## src/rtl/cc3_mem_arbiter.sv

```systemverilog
// Arbiter sharing one synchronous single-port RAM between the 6809 CPU (fixed priority)
// and a DMA/loader master, with a starvation counter that periodically forces a DMA slot.
module cc3_mem_arbiter #(
    parameter int ADDR_W     = 16,
    parameter int DATA_W     = 8,
    parameter int STARVE_MAX = 4
) (
    input  logic              clk32_i,
    input  logic              reset_i,
    input  logic              cpu_oe_i,
    input  logic              cpu_we_i,
    input  logic [ADDR_W-1:0] cpu_addr_i,
    input  logic [DATA_W-1:0] cpu_wdata_i,
    output logic [DATA_W-1:0] cpu_rdata_o,
    output logic              cpu_wait_o,
    input  logic              dma_req_i,
    input  logic              dma_we_i,
    input  logic [ADDR_W-1:0] dma_addr_i,
    input  logic [DATA_W-1:0] dma_wdata_i,
    output logic              dma_ack_o,
    output logic [DATA_W-1:0] dma_rdata_o,
    output logic              dma_rvalid_o,
    output logic              ram_en_o,
    output logic              ram_we_o,
    output logic [ADDR_W-1:0] ram_addr_o,
    output logic [DATA_W-1:0] ram_di_o,
    input  logic [DATA_W-1:0] ram_do_i
);

    localparam logic [3:0] STARVE_LIM = 4'(STARVE_MAX);

    logic              cpu_req_s;
    logic              grant_cpu_s;
    logic              grant_dma_s;
    logic [3:0]        starve_q, starve_d;
    logic              cpu_rd_q, cpu_rd_d;
    logic              dma_rd_q, dma_rd_d;
    logic [DATA_W-1:0] hold_q, hold_d;

    // Grant decision and RAM port mux; reset suppresses every grant.
    always_comb begin
        cpu_req_s   = cpu_oe_i | cpu_we_i;
        grant_dma_s = 1'b0;
        grant_cpu_s = 1'b0;
        ram_en_o    = 1'b0;
        ram_we_o    = 1'b0;
        ram_addr_o  = '0;
        ram_di_o    = '0;
        if (!reset_i) begin
            grant_dma_s = dma_req_i & (~cpu_req_s | (starve_q == STARVE_LIM));
            grant_cpu_s = cpu_req_s & ~grant_dma_s;
        end else begin
            grant_dma_s = 1'b0;
            grant_cpu_s = 1'b0;
        end
        if (grant_dma_s) begin
            ram_en_o   = 1'b1;
            ram_we_o   = dma_we_i;
            ram_addr_o = dma_addr_i;
            ram_di_o   = dma_wdata_i;
        end else if (grant_cpu_s) begin
            ram_en_o   = 1'b1;
            ram_we_o   = cpu_we_i;
            ram_addr_o = cpu_addr_i;
            ram_di_o   = cpu_wdata_i;
        end else begin
            ram_en_o   = 1'b0;
        end
    end

    // Handshakes and read-data return; everything reads as zero while in reset.
    always_comb begin
        cpu_wait_o   = cpu_req_s & grant_dma_s;
        dma_ack_o    = grant_dma_s;
        cpu_rdata_o  = '0;
        dma_rdata_o  = '0;
        dma_rvalid_o = 1'b0;
        if (!reset_i) begin
            cpu_rdata_o  = cpu_rd_q ? ram_do_i : hold_q;
            dma_rvalid_o = dma_rd_q;
            dma_rdata_o  = dma_rd_q ? ram_do_i : '0;
        end else begin
            dma_rvalid_o = 1'b0;
        end
    end

    // Next-state logic for the starvation counter, read tags and CPU hold register.
    always_comb begin
        starve_d = starve_q;
        cpu_rd_d = grant_cpu_s & ~cpu_we_i;
        dma_rd_d = grant_dma_s & ~dma_we_i;
        hold_d   = (cpu_rd_q == 1'b1) ? ram_do_i : hold_q;
        if (reset_i) begin
            starve_d = 4'd0;
            cpu_rd_d = 1'b0;
            dma_rd_d = 1'b0;
            hold_d   = '0;
        end else if (!dma_req_i || grant_dma_s) begin
            starve_d = 4'd0;
        end else if (starve_q < STARVE_LIM) begin
            starve_d = starve_q + 4'd1;
        end else begin
            starve_d = starve_q;
        end
    end

    // State registers; reset is applied through the next-state logic above.
    always_ff @(posedge clk32_i) begin
        starve_q <= starve_d;
        cpu_rd_q <= cpu_rd_d;
        dma_rd_q <= dma_rd_d;
        hold_q   <= hold_d;
    end

endmodule

```

## config.mk

```make
export PLATFORM = sky130hd
export DESIGN_NAME = cc3_mem_arbiter
export DESIGN_NICKNAME = d
export VERILOG_FILES = /design/src/rtl/cc3_mem_arbiter.sv
export SDC_FILE = /design/constraint.sdc
export NUM_CORES = 1
export LEC_CHECK = 0
export BUFFER_PORTS_ARGS = -buffer_cell sky130_fd_sc_hd__buf_2
export CORE_MARGIN = 10
export CORE_UTILIZATION = 38
export DETAILED_ROUTE_END_ITERATION = 6
export PLACE_DENSITY = 0.8
export SLEW_MARGIN = 15
export SYNTH_ARGS = -nofsm -noshare
export SYNTH_HDL_FRONTEND = slang
export SYNTH_SLANG_ARGS = --single-unit
```

## constraint.sdc

```tcl
create_clock -name clk32_i -period 1.95 [get_ports clk32_i]
set_input_delay 0.39 -clock clk32_i [delete_from_list [all_inputs] [get_ports clk32_i]]
set_output_delay 0.39 -clock clk32_i [all_outputs]
set_load 0.005 [all_outputs]
```

==> results of run 1 <==
[cell usage in the layout (no fill, tap or decap), types with 2 or more instances in the layout]
cell and instances:
sky130_fd_sc_hd__mux2i_1 9, sky130_fd_sc_hd__inv_1 28, sky130_fd_sc_hd__nor2_1 15, sky130_fd_sc_hd__clkbuf_4 3, sky130_fd_sc_hd__buf_2 106, sky130_fd_sc_hd__buf_4 11
sky130_fd_sc_hd__clkbuf_16 2, sky130_fd_sc_hd__nor3_1 3, sky130_fd_sc_hd__inv_2 2, sky130_fd_sc_hd__nand2b_1 26, sky130_fd_sc_hd__and2_1 8, sky130_fd_sc_hd__o32ai_2 19
sky130_fd_sc_hd__o32ai_4 5, sky130_fd_sc_hd__buf_6 2, sky130_fd_sc_hd__dfxtp_2 2, sky130_fd_sc_hd__buf_12 2, sky130_fd_sc_hd__dfxtp_1 12
[flip-flops by register name (all words and copies together), names as in the netlist]
signal and count:
starve_q 4, dma_rd_q 1, hold_q 8, cpu_rd_q 1
[metrics by stage]
step                total power, mW  setup TNS [ns]  area, um^2
floorplan                    0.4255               0        1206
global placement             0.5458               0        1792
detailed placement           0.5496               0        1792
CTS                          0.7222          -3.368        1889
global route                 0.8233          -6.188        2161
finish                       0.7719          -3.750        2161
[layout make-up]
| cell class | instances | area (um^2) | share of cell area [%] |
|---|---|---|---|
| Tap cell | 44 | 55.05 | 2.548 |
| Clock buffer | 3 | 22.52 | 1.042 |
| Timing Repair Buffer | 123 | 725.7 | 33.58 |
| Multi-Input combinational cell | 100 | 962.2 | 44.53 |
| Inverter | 30 | 112.6 | 5.211 |
| Sequential cell | 14 | 282.8 | 13.09 |
[power groups by stage]
stage          clock network (mW)  logic (mW)  registers (mW)
6_report                    0.152       0.320           0.300
5_1_grt                     0.173       0.349           0.301
4_1_cts                     0.166       0.256           0.300
3_5_place_dp                    0       0.243           0.306
3_3_place_gp                    0       0.240           0.306
2_1_floorplan                   0       0.122           0.303
[logic make-up (layout without fill, tap and decap cells)]
group           Yosys count  after routing  synth area share, %
simple gates             59             59                27.70
buf+inv                  44            156                16.39
fa+ha+maj                 2              2                2.074
mux                       9              9                7.469
flops                    14             14                23.24
compound gates           30             30                23.13
[critical path, cell delays in order (launching register included)]
cell	delay, ns
sky130_fd_sc_hd__dfxtp_2	0.33
sky130_fd_sc_hd__inv_2	0.04
sky130_fd_sc_hd__ha_4	0.15
sky130_fd_sc_hd__and4b_1	0.20
sky130_fd_sc_hd__or2_4	0.31
sky130_fd_sc_hd__clkbuf_16	0.18
sky130_fd_sc_hd__o32ai_2	0.12
sky130_fd_sc_hd__buf_2	0.17
[what timing repair did]
item                       CTS  global route
resized for setup           12            24
setup endpoints to repair   25            26
cloned                       0             3
hold endpoints to repair     0             0
pin swaps                    4            23
setup buffers                4             2
[routing by layer]
metal	vias up	wire length, um
met2	44	2698
met3	4	248
met4	0	50
met1	677	1816
li1	762	-
met5	-	0
[final timing paths]
kind,startpoint,end
max,starve_q[1],ram_di_o[6]
min,dma_we_i,dma_rd_q
max reg2reg,starve_q[1],starve_q[0]
min reg2reg,hold_q[6],hold_q[6]
==> impl_results.md, run 1 <==
* Outcome: finished, violations left
* Violated checks: setup timing
* Main synth FF type: sky130_fd_sc_hd__dfxtp_1
* Floorplan die area at 5828 um^2
* Category of the critical setup timing path: reg2out
* Final-stage net count at 336
* Number of standard cells after synthesis at 158
* Category of the worst setup path launch point: flop
* Overflow left after global routing at 0
* Switching power total at 0.2352 mW
* Sinks on Clock Net at 14
* Maximum number of pins on one net before global-route repair at 34
* Worst VDD drop at 414.2 uV
* Clock Skew at 0.0007513 ns
* Post-layout util at 70.78%
* Maximum fanout along the worst path at 5
* Number of remaining DRC errors at 0
* Clk pin slew, worst setup/hold paths at 0.07 ns
* Internal reg-to-reg setup slack at 0.68 ns
* Number of synthesized register bits at 14
* Via count of the routed design at 1487
* Commonest cells in the synthesized netlist: sky130_fd_sc_hd__inv_1, sky130_fd_sc_hd__nand2b_1, sky130_fd_sc_hd__o32ai_1, sky130_fd_sc_hd__nor2_1, sky130_fd_sc_hd__dfxtp_1
* Time the worst path needs with I/O delays and setup at 2.160 ns
* Worst Path Required at 1.56 ns
* Average instance area after synthesis at 7.634 um^2
* Number of H-tree branching levels at 1
* Vertical extent of the die at 76.34 um
* Clock buffers created by TritonCTS at 3
* Setup repair after global routing missed its margin: true
* Met2 track utilization from global routing at 26.87%
* Count of cells along the worst register-to-register path at 6
* CORE AREA at 3053 um^2
* Fin Hold WS at 0.2913 ns
* Leakage at 1.117 nW
* Count of nets left with antenna violations after detail routing at 0
* Least-Margin Pin Slew at 0.4552 ns
* Post-synth net total at 222
* Period Utilization, post-route at 110.8%
* All-Layer GR Usage at 13.76%
* Async SR Flop Fraction at 0%
* Final std cells w/o fill at 314
* Insertion delay of the later-clocked pin in the worst-skew pair at 0.27 ns
* Flop pwr share at 38.9%
* Number of antenna violations at the first check in global routing at 0
* Worst EP arrival at 1.77 ns
* Vias per std cell at 4.736
* Diode count at 0
* Total of buffers placed on input and output ports at 106
* Clock root buffer: sky130_fd_sc_hd__clkbuf_4
* Finish-stage setup viols at 26
* Type of the most critical hold path: in2reg
* Detailed-placement wirelength estimate at 3463 um
* Max Cap Violations at 0
* Worst max-slew margin expressed relative to the limit at 69.61%
* Count of distinct cell types in the synthesized netlist at 27
* Initial core utilization at 39.51%
* Synth Warn # at 0
* Area leader, netlist: sky130_fd_sc_hd__dfxtp_1
* Via count of the first global-routing pass at 1406
* Mapped cell area at 1206 um^2
* Area share of the leading cell type in the synthesized netlist at 23.24%
* Global-route wire length before repair at 6858 um
* Final setup margin at -0.2101 ns
* Placer congestion estimate at 0.8108
* Number of cell rows at 20
* Post-placement worst setup slack at 0.03833 ns
* Number of buffers between clock root and the deepest sink at 2
* Highest-utilization routing layer at the global route stage: met2
* I/O pin cnt at 107
* Leading cell type by number of instances after synthesis: sky130_fd_sc_hd__inv_1
* FMAX at 462.9 MHz
* Clock Power Share at 19.7%
* CTS Hold Buffers Added at 0
* Wire length per cell after detailed routing at 15.33 um
* Switching share of total power at 30.47%
* Count of flip-flops with a built-in enable after synthesis at 0
* Total iterations of the first detailed-routing run at 4
* CTS tree: done
* Fraction of power consumed by combinational cells at 41.4%
* Total power divided by cell area at 357.2 nW/um^2
* First DRT Iteration DRCs at 43
* Wire length reported by the detailed router at 4814 um
* Leading cell types by total area after synthesis: sky130_fd_sc_hd__dfxtp_1, sky130_fd_sc_hd__o32ai_1, sky130_fd_sc_hd__nand2b_1, sky130_fd_sc_hd__inv_1, sky130_fd_sc_hd__mux2i_1
* Internal cell power at 0.5367 mW
* Share of synthesized area occupied by flip-flops and latches at 23.24%
* Fin. Hold Viols at 0
* Proportion of layout cells with a drive suffix above 1 at 59.63%
* Placed insts at 302
* GR met1 Demand/Resource at 13.88%
* Fin. max-slew vios at 0
* Chip Width at 76.34 um
* Min-Delay Path Depth at 2
* Fillers at 250
* Met3 track utilization from global routing at 3.774%
* Sort of element at the end of the critical path: primary output
* Synthesis-to-finish area growth at 79.15%
No activity file was read; power rests on OpenSTA's default activity.
==> run 2, diff against run 1 <==
--- a/config.mk
+++ b/config.mk
@@ -5,11 +5,12 @@
 export SDC_FILE = /design/constraint.sdc
 export NUM_CORES = 1
 export LEC_CHECK = 0
+export ABC_AREA = 1
 export BUFFER_PORTS_ARGS = -buffer_cell sky130_fd_sc_hd__buf_2
 export CORE_MARGIN = 10
-export CORE_UTILIZATION = 38
+export CORE_UTILIZATION = 35
 export DETAILED_ROUTE_END_ITERATION = 6
-export PLACE_DENSITY = 0.8
+export PLACE_DENSITY = 0.79
 export SLEW_MARGIN = 15
 export SYNTH_ARGS = -nofsm -noshare
 export SYNTH_HDL_FRONTEND = slang
==> run 2 against run 1 <==
  * The run now ends clean
  * Worst hold slack got worse by 0.021 ns
  * Count of clock-buffer cells in the layout is 1 higher
  * Design area is 20% lower
  * Total power down 1.6%
  * Clock power grew 38%
  * Register-to-register slack gained 0.19 ns
  * Sequential share of layout area increased by 3.2 points
  * Fmax increased by 15%
  * Largest power group is now registers
==> impl_results.md, run 2 <==
* Total power divided by cell area at 437.2 nW/um^2 (was 357.2 nW/um^2)
* Floorplan die area at 5555 um^2 (was 5828 um^2)
* Diode count at 0 (unchanged)
* Buffers and inverters on the worst path at 3 (unchanged)
* Via count of the first global-routing pass at 1418 (was 1406)
* Register containing the most flip-flops in the final layout: hold_q (unchanged)
* Average instance area after synthesis at 6.196 um^2 (was 7.634 um^2)
* All-Layer GR Usage at 13.68% (was 13.76%)
* Number of cell rows at 19 (was 20)
* Mapped cell area at 1041 um^2 (was 1206 um^2)
* R2R Path End: dma_rd_q (was starve_q[0])
* Number of buffers between clock root and the deepest sink at 2 (unchanged)
* Time the worst path needs with I/O delays and setup at 1.878 ns (was 2.160 ns)
* Post-placement worst setup slack at 0.2422 ns (was 0.03833 ns)
* Setup repair after global routing missed its margin: true (unchanged)
* Worst setup path endpoint: ram_di_o[3] (was ram_di_o[6])
* Fin. Hold Viols at 0 (unchanged)
* Chip Width at 74.54 um (was 76.34 um)
* Vertical extent of the die at 74.54 um (was 76.34 um)
* Number of antenna violations at the first check in global routing at 0 (unchanged)
* First DRT Iteration DRCs at 71 (was 43)
* Area leader, netlist: sky130_fd_sc_hd__dfxtp_1 (unchanged)
* Count of flip-flops with a built-in enable after synthesis at 0 (unchanged)
* Category of the critical setup timing path: reg2out (unchanged)
* Proportion of layout cells with a drive suffix above 1 at 46.91% (was 59.63%)
* Setup crit start: starve_q[0] (was starve_q[1])
* Commonest cells after routing, fill and taps aside: sky130_fd_sc_hd__buf_2, sky130_fd_sc_hd__nand3_1, sky130_fd_sc_hd__nand2_1, sky130_fd_sc_hd__nor2_1, sky130_fd_sc_hd__inv_1 (was sky130_fd_sc_hd__buf_2, sky130_fd_sc_hd__inv_1, sky130_fd_sc_hd__nand2b_1, sky130_fd_sc_hd__o32ai_2, sky130_fd_sc_hd__nor2_1)
* Area share of the leading cell type in the synthesized netlist at 26.92% (was 23.24%)
* Sort of element at the end of the critical path: primary output (unchanged)
* Via count of the routed design at 1468 (was 1487)
* Total of buffers placed on input and output ports at 106 (unchanged)
* Share of synthesized area occupied by flip-flops and latches at 26.92% (was 23.24%)
* Total negative slack at 0 ns (was -3.750 ns)
* Overflow left after global routing at 0 (unchanged)
* Maximum number of pins on one net before global-route repair at 27 (was 34)
* Type of the most critical hold path: in2reg (unchanged)
* Placer congestion estimate at 0.7894 (was 0.8108)
* Fin. max-slew vios at 0 (unchanged)
* Wire length per cell after detailed routing at 14.17 um (was 15.33 um)
* Wire length reported by the detailed router at 4337 um (was 4814 um)
* Async SR Flop Fraction at 0% (unchanged)
* Count of distinct cell types in the synthesized netlist at 17 (was 27)
* Initial core utilization at 37.11% (was 39.51%)
* Worst VDD drop at 253.9 uV (was 414.2 uV)
* Count of cells along the worst register-to-register path at 6 (unchanged)
* Post-layout util at 61.95% (was 70.78%)
* Stage delay of the slowest cell on the critical path at 0.34 ns (was 0.33 ns)
* Worst EP arrival at 1.49 ns (was 1.77 ns)
* Commonest cells in the synthesized netlist: sky130_fd_sc_hd__nand3_1, sky130_fd_sc_hd__nand2_1, sky130_fd_sc_hd__nor2_1, sky130_fd_sc_hd__inv_1, sky130_fd_sc_hd__dfxtp_1 (was sky130_fd_sc_hd__inv_1, sky130_fd_sc_hd__nand2b_1, sky130_fd_sc_hd__o32ai_1, sky130_fd_sc_hd__nor2_1, sky130_fd_sc_hd__dfxtp_1)
* Main synth FF type: sky130_fd_sc_hd__dfxtp_1 (unchanged)
* Cell family with most CP delay: simple AND/OR/NAND/NOR gates (unchanged)
* Finish-stage setup viols at 0 (was 26)
* Count of nets left with antenna violations after detail routing at 0 (unchanged)
* Final-stage net count at 340 (was 336)
* CORE AREA at 2805 um^2 (was 3053 um^2)
* Synthesis-to-finish area growth at 66.95% (was 79.15%)
* Number of standard cells after synthesis at 168 (was 158)
* Least-Margin Pin Slew at 0.4347 ns (was 0.4552 ns)
* Maximum fanout along the worst path at 10 (was 5)
* Clock Skew at 0.009386 ns (was 0.0007513 ns)
* I/O pin cnt at 107 (unchanged)
* Number of synthesized register bits at 14 (unchanged)
* Number of remaining DRC errors at 0 (unchanged)
* Cell depth of the worst setup path at 8 (was 7)
* Total iterations of the first detailed-routing run at 4 (unchanged)
* Period Utilization, post-route at 96.29% (was 110.8%)
* Vias per std cell at 4.797 (was 4.736)
* Internal reg-to-reg setup slack at 0.87 ns (was 0.68 ns)
* Clk pin slew, worst setup/hold paths at 0.09 ns (was 0.07 ns)
* Number of H-tree branching levels at 1 (unchanged)
* Cell Chain, Critical Path: inv_2 -> ha_4 -> nand3_4 -> nand2_4 -> clkbuf_16 -> nand3_1 -> nand2_1 -> buf_2 (was inv_2 -> ha_4 -> and4b_1 -> or2_4 -> clkbuf_16 -> o32ai_2 -> buf_2)
* Flip-flop count of the largest register, all copies and words added at 8 (unchanged)
* Cell type of the slowest stage on the worst timing path: sky130_fd_sc_hd__dfxtp_2 (unchanged)
* Worst max-slew margin expressed relative to the limit at 70.98% (was 69.61%)
* Post-layout power at 0.7597 mW (was 0.7719 mW)
* Category of the worst setup path launch point: flop (unchanged)
* Sinks on Clock Net at 14 (unchanged)
* Clock root buffer: sky130_fd_sc_hd__clkbuf_4 (unchanged)
* Global-route wire length before repair at 6141 um (was 6858 um)
* Launching point of the worst reg2reg path: starve_q[0] (was starve_q[1])
* Fillers at 270 (was 250)
* Leakage at 1.078 nW (was 1.117 nW)
* Outcome: complete, no violations (was finished, violations left)
* Leading cell type in the layout, fill and taps excluded: sky130_fd_sc_hd__buf_2 (unchanged)
* Detailed-placement wirelength estimate at 3423 um (was 3463 um)
* Leading cell types by total area after synthesis: sky130_fd_sc_hd__dfxtp_1, sky130_fd_sc_hd__nand3_1, sky130_fd_sc_hd__nand2_1, sky130_fd_sc_hd__nor2_1, sky130_fd_sc_hd__inv_1 (was sky130_fd_sc_hd__dfxtp_1, sky130_fd_sc_hd__o32ai_1, sky130_fd_sc_hd__nand2b_1, sky130_fd_sc_hd__inv_1, sky130_fd_sc_hd__mux2i_1)
* Clock buffers created by TritonCTS at 3 (unchanged)
* CTS Hold Buffers Added at 0 (unchanged)
* Final setup margin at 0.07238 ns (was -0.2101 ns)
* Insertion delay of the later-clocked pin in the worst-skew pair at 0.29 ns (was 0.27 ns)
* Top Registers: hold_q x8, starve_q x4 (unchanged)
* FMAX at 532.6 MHz (was 462.9 MHz)
* Leading cell type by number of instances after synthesis: sky130_fd_sc_hd__nand3_1 (was sky130_fd_sc_hd__inv_1)
* CTS tree: done (unchanged)
* Post-synth net total at 232 (was 222)
* Worst Path Required at 1.56 ns (about the same)
* Max Cap Violations at 0 (unchanged)
* Synth Warn # at 0 (unchanged)
## run 2: cell types whose count changed in the layout (fill, tap and decap cells not counted), sizes merged, moves of 7 or more
cell	previous run	this run
nand2b	26	0
nand3	0	52
and2	8	0
a21oi	2	9
mux2i	9	0
o32ai	24	0
buf	121	110
inv	30	18
nor2	15	22
nand2	1	33
## run 2: layout make-up
class	count	area, um^2	share of cell area (%)
Inverter	18	67.56	3.888
Multi-Input combinational cell	127	664.4	38.23
Timing Repair Buffer	112	648.1	37.29
Tap cell	31	38.79	2.232
Sequential cell	14	282.8	16.27
Clock buffer	4	36.28	2.088
## run 2: worst register-to-register path: stages, from the launching register on
cell                      delay (ns)
sky130_fd_sc_hd__dfxtp_2        0.34
sky130_fd_sc_hd__inv_2          0.07
sky130_fd_sc_hd__ha_4           0.16
sky130_fd_sc_hd__nand3_4        0.09
sky130_fd_sc_hd__nand2_4        0.13
sky130_fd_sc_hd__nand2_1        0.13
sky130_fd_sc_hd__nor2_1         0.11
## run 2: layer usage
layer	up-vias	track usage [%]	wire [um]
met5	-	0	0
met4	0	5.252	57
met3	6	5.851	432
met2	65	25.36	2335
met1	630	13.09	1512
li1	767	-	-
## run 2: logic make-up after synthesis
group / after synthesis / share of synthesized area [%]
AND/OR/NAND/NOR: 108 / 50.00
AO/OA/AOI/OAI: 17 / 8.173
adder cells (fa/ha/maj): 2 / 2.403
flip-flops: 14 / 26.92
buffers and inverters: 27 / 12.50
## run 2: worst min-delay path by stage
| stage | startpoint | endpoint | depth (start not counted) |
|---|---|---|---|
| 2_1_floorplan | cpu_we_i | cpu_rd_q | 1 |
| 3_3_place_gp | hold_q[0] | hold_q[0] | 2 |
| 3_5_place_dp | hold_q[5] | hold_q[5] | 2 |
| 4_1_cts | dma_we_i | dma_rd_q | 2 |
| 5_1_grt | dma_we_i | dma_rd_q | 2 |
| 6_report | dma_we_i | dma_rd_q | 2 |
## run 2: report_power, final
part           leakage (nW)  internal [mW]  switching (mW)
logic                 0.942          0.124           0.119
registers             0.115          0.300         0.00784
clock network        0.0210          0.114          0.0955
total                  1.08          0.537           0.223
## run 2: timing repair
item / in CTS / in global routing
endpoints found under the hold margin: 0 / 0
cloned: 0 / 2
resized for setup: 3 / 6
endpoints found under the setup margin: 22 / 25
buffers inserted: 0 / 1
pin swaps: 0 / 2
## run 2: metrics by stage
step	std cells	hold WS [ns]	cell area, um^2
2_1_floorplan	168	0.4624	1041
3_3_place_gp	299	0.5089	1608
3_5_place_dp	299	0.5144	1608
4_1_cts	303	0.2587	1653
5_1_grt	306	0.2679	1738
6_report	306	0.2704	1738
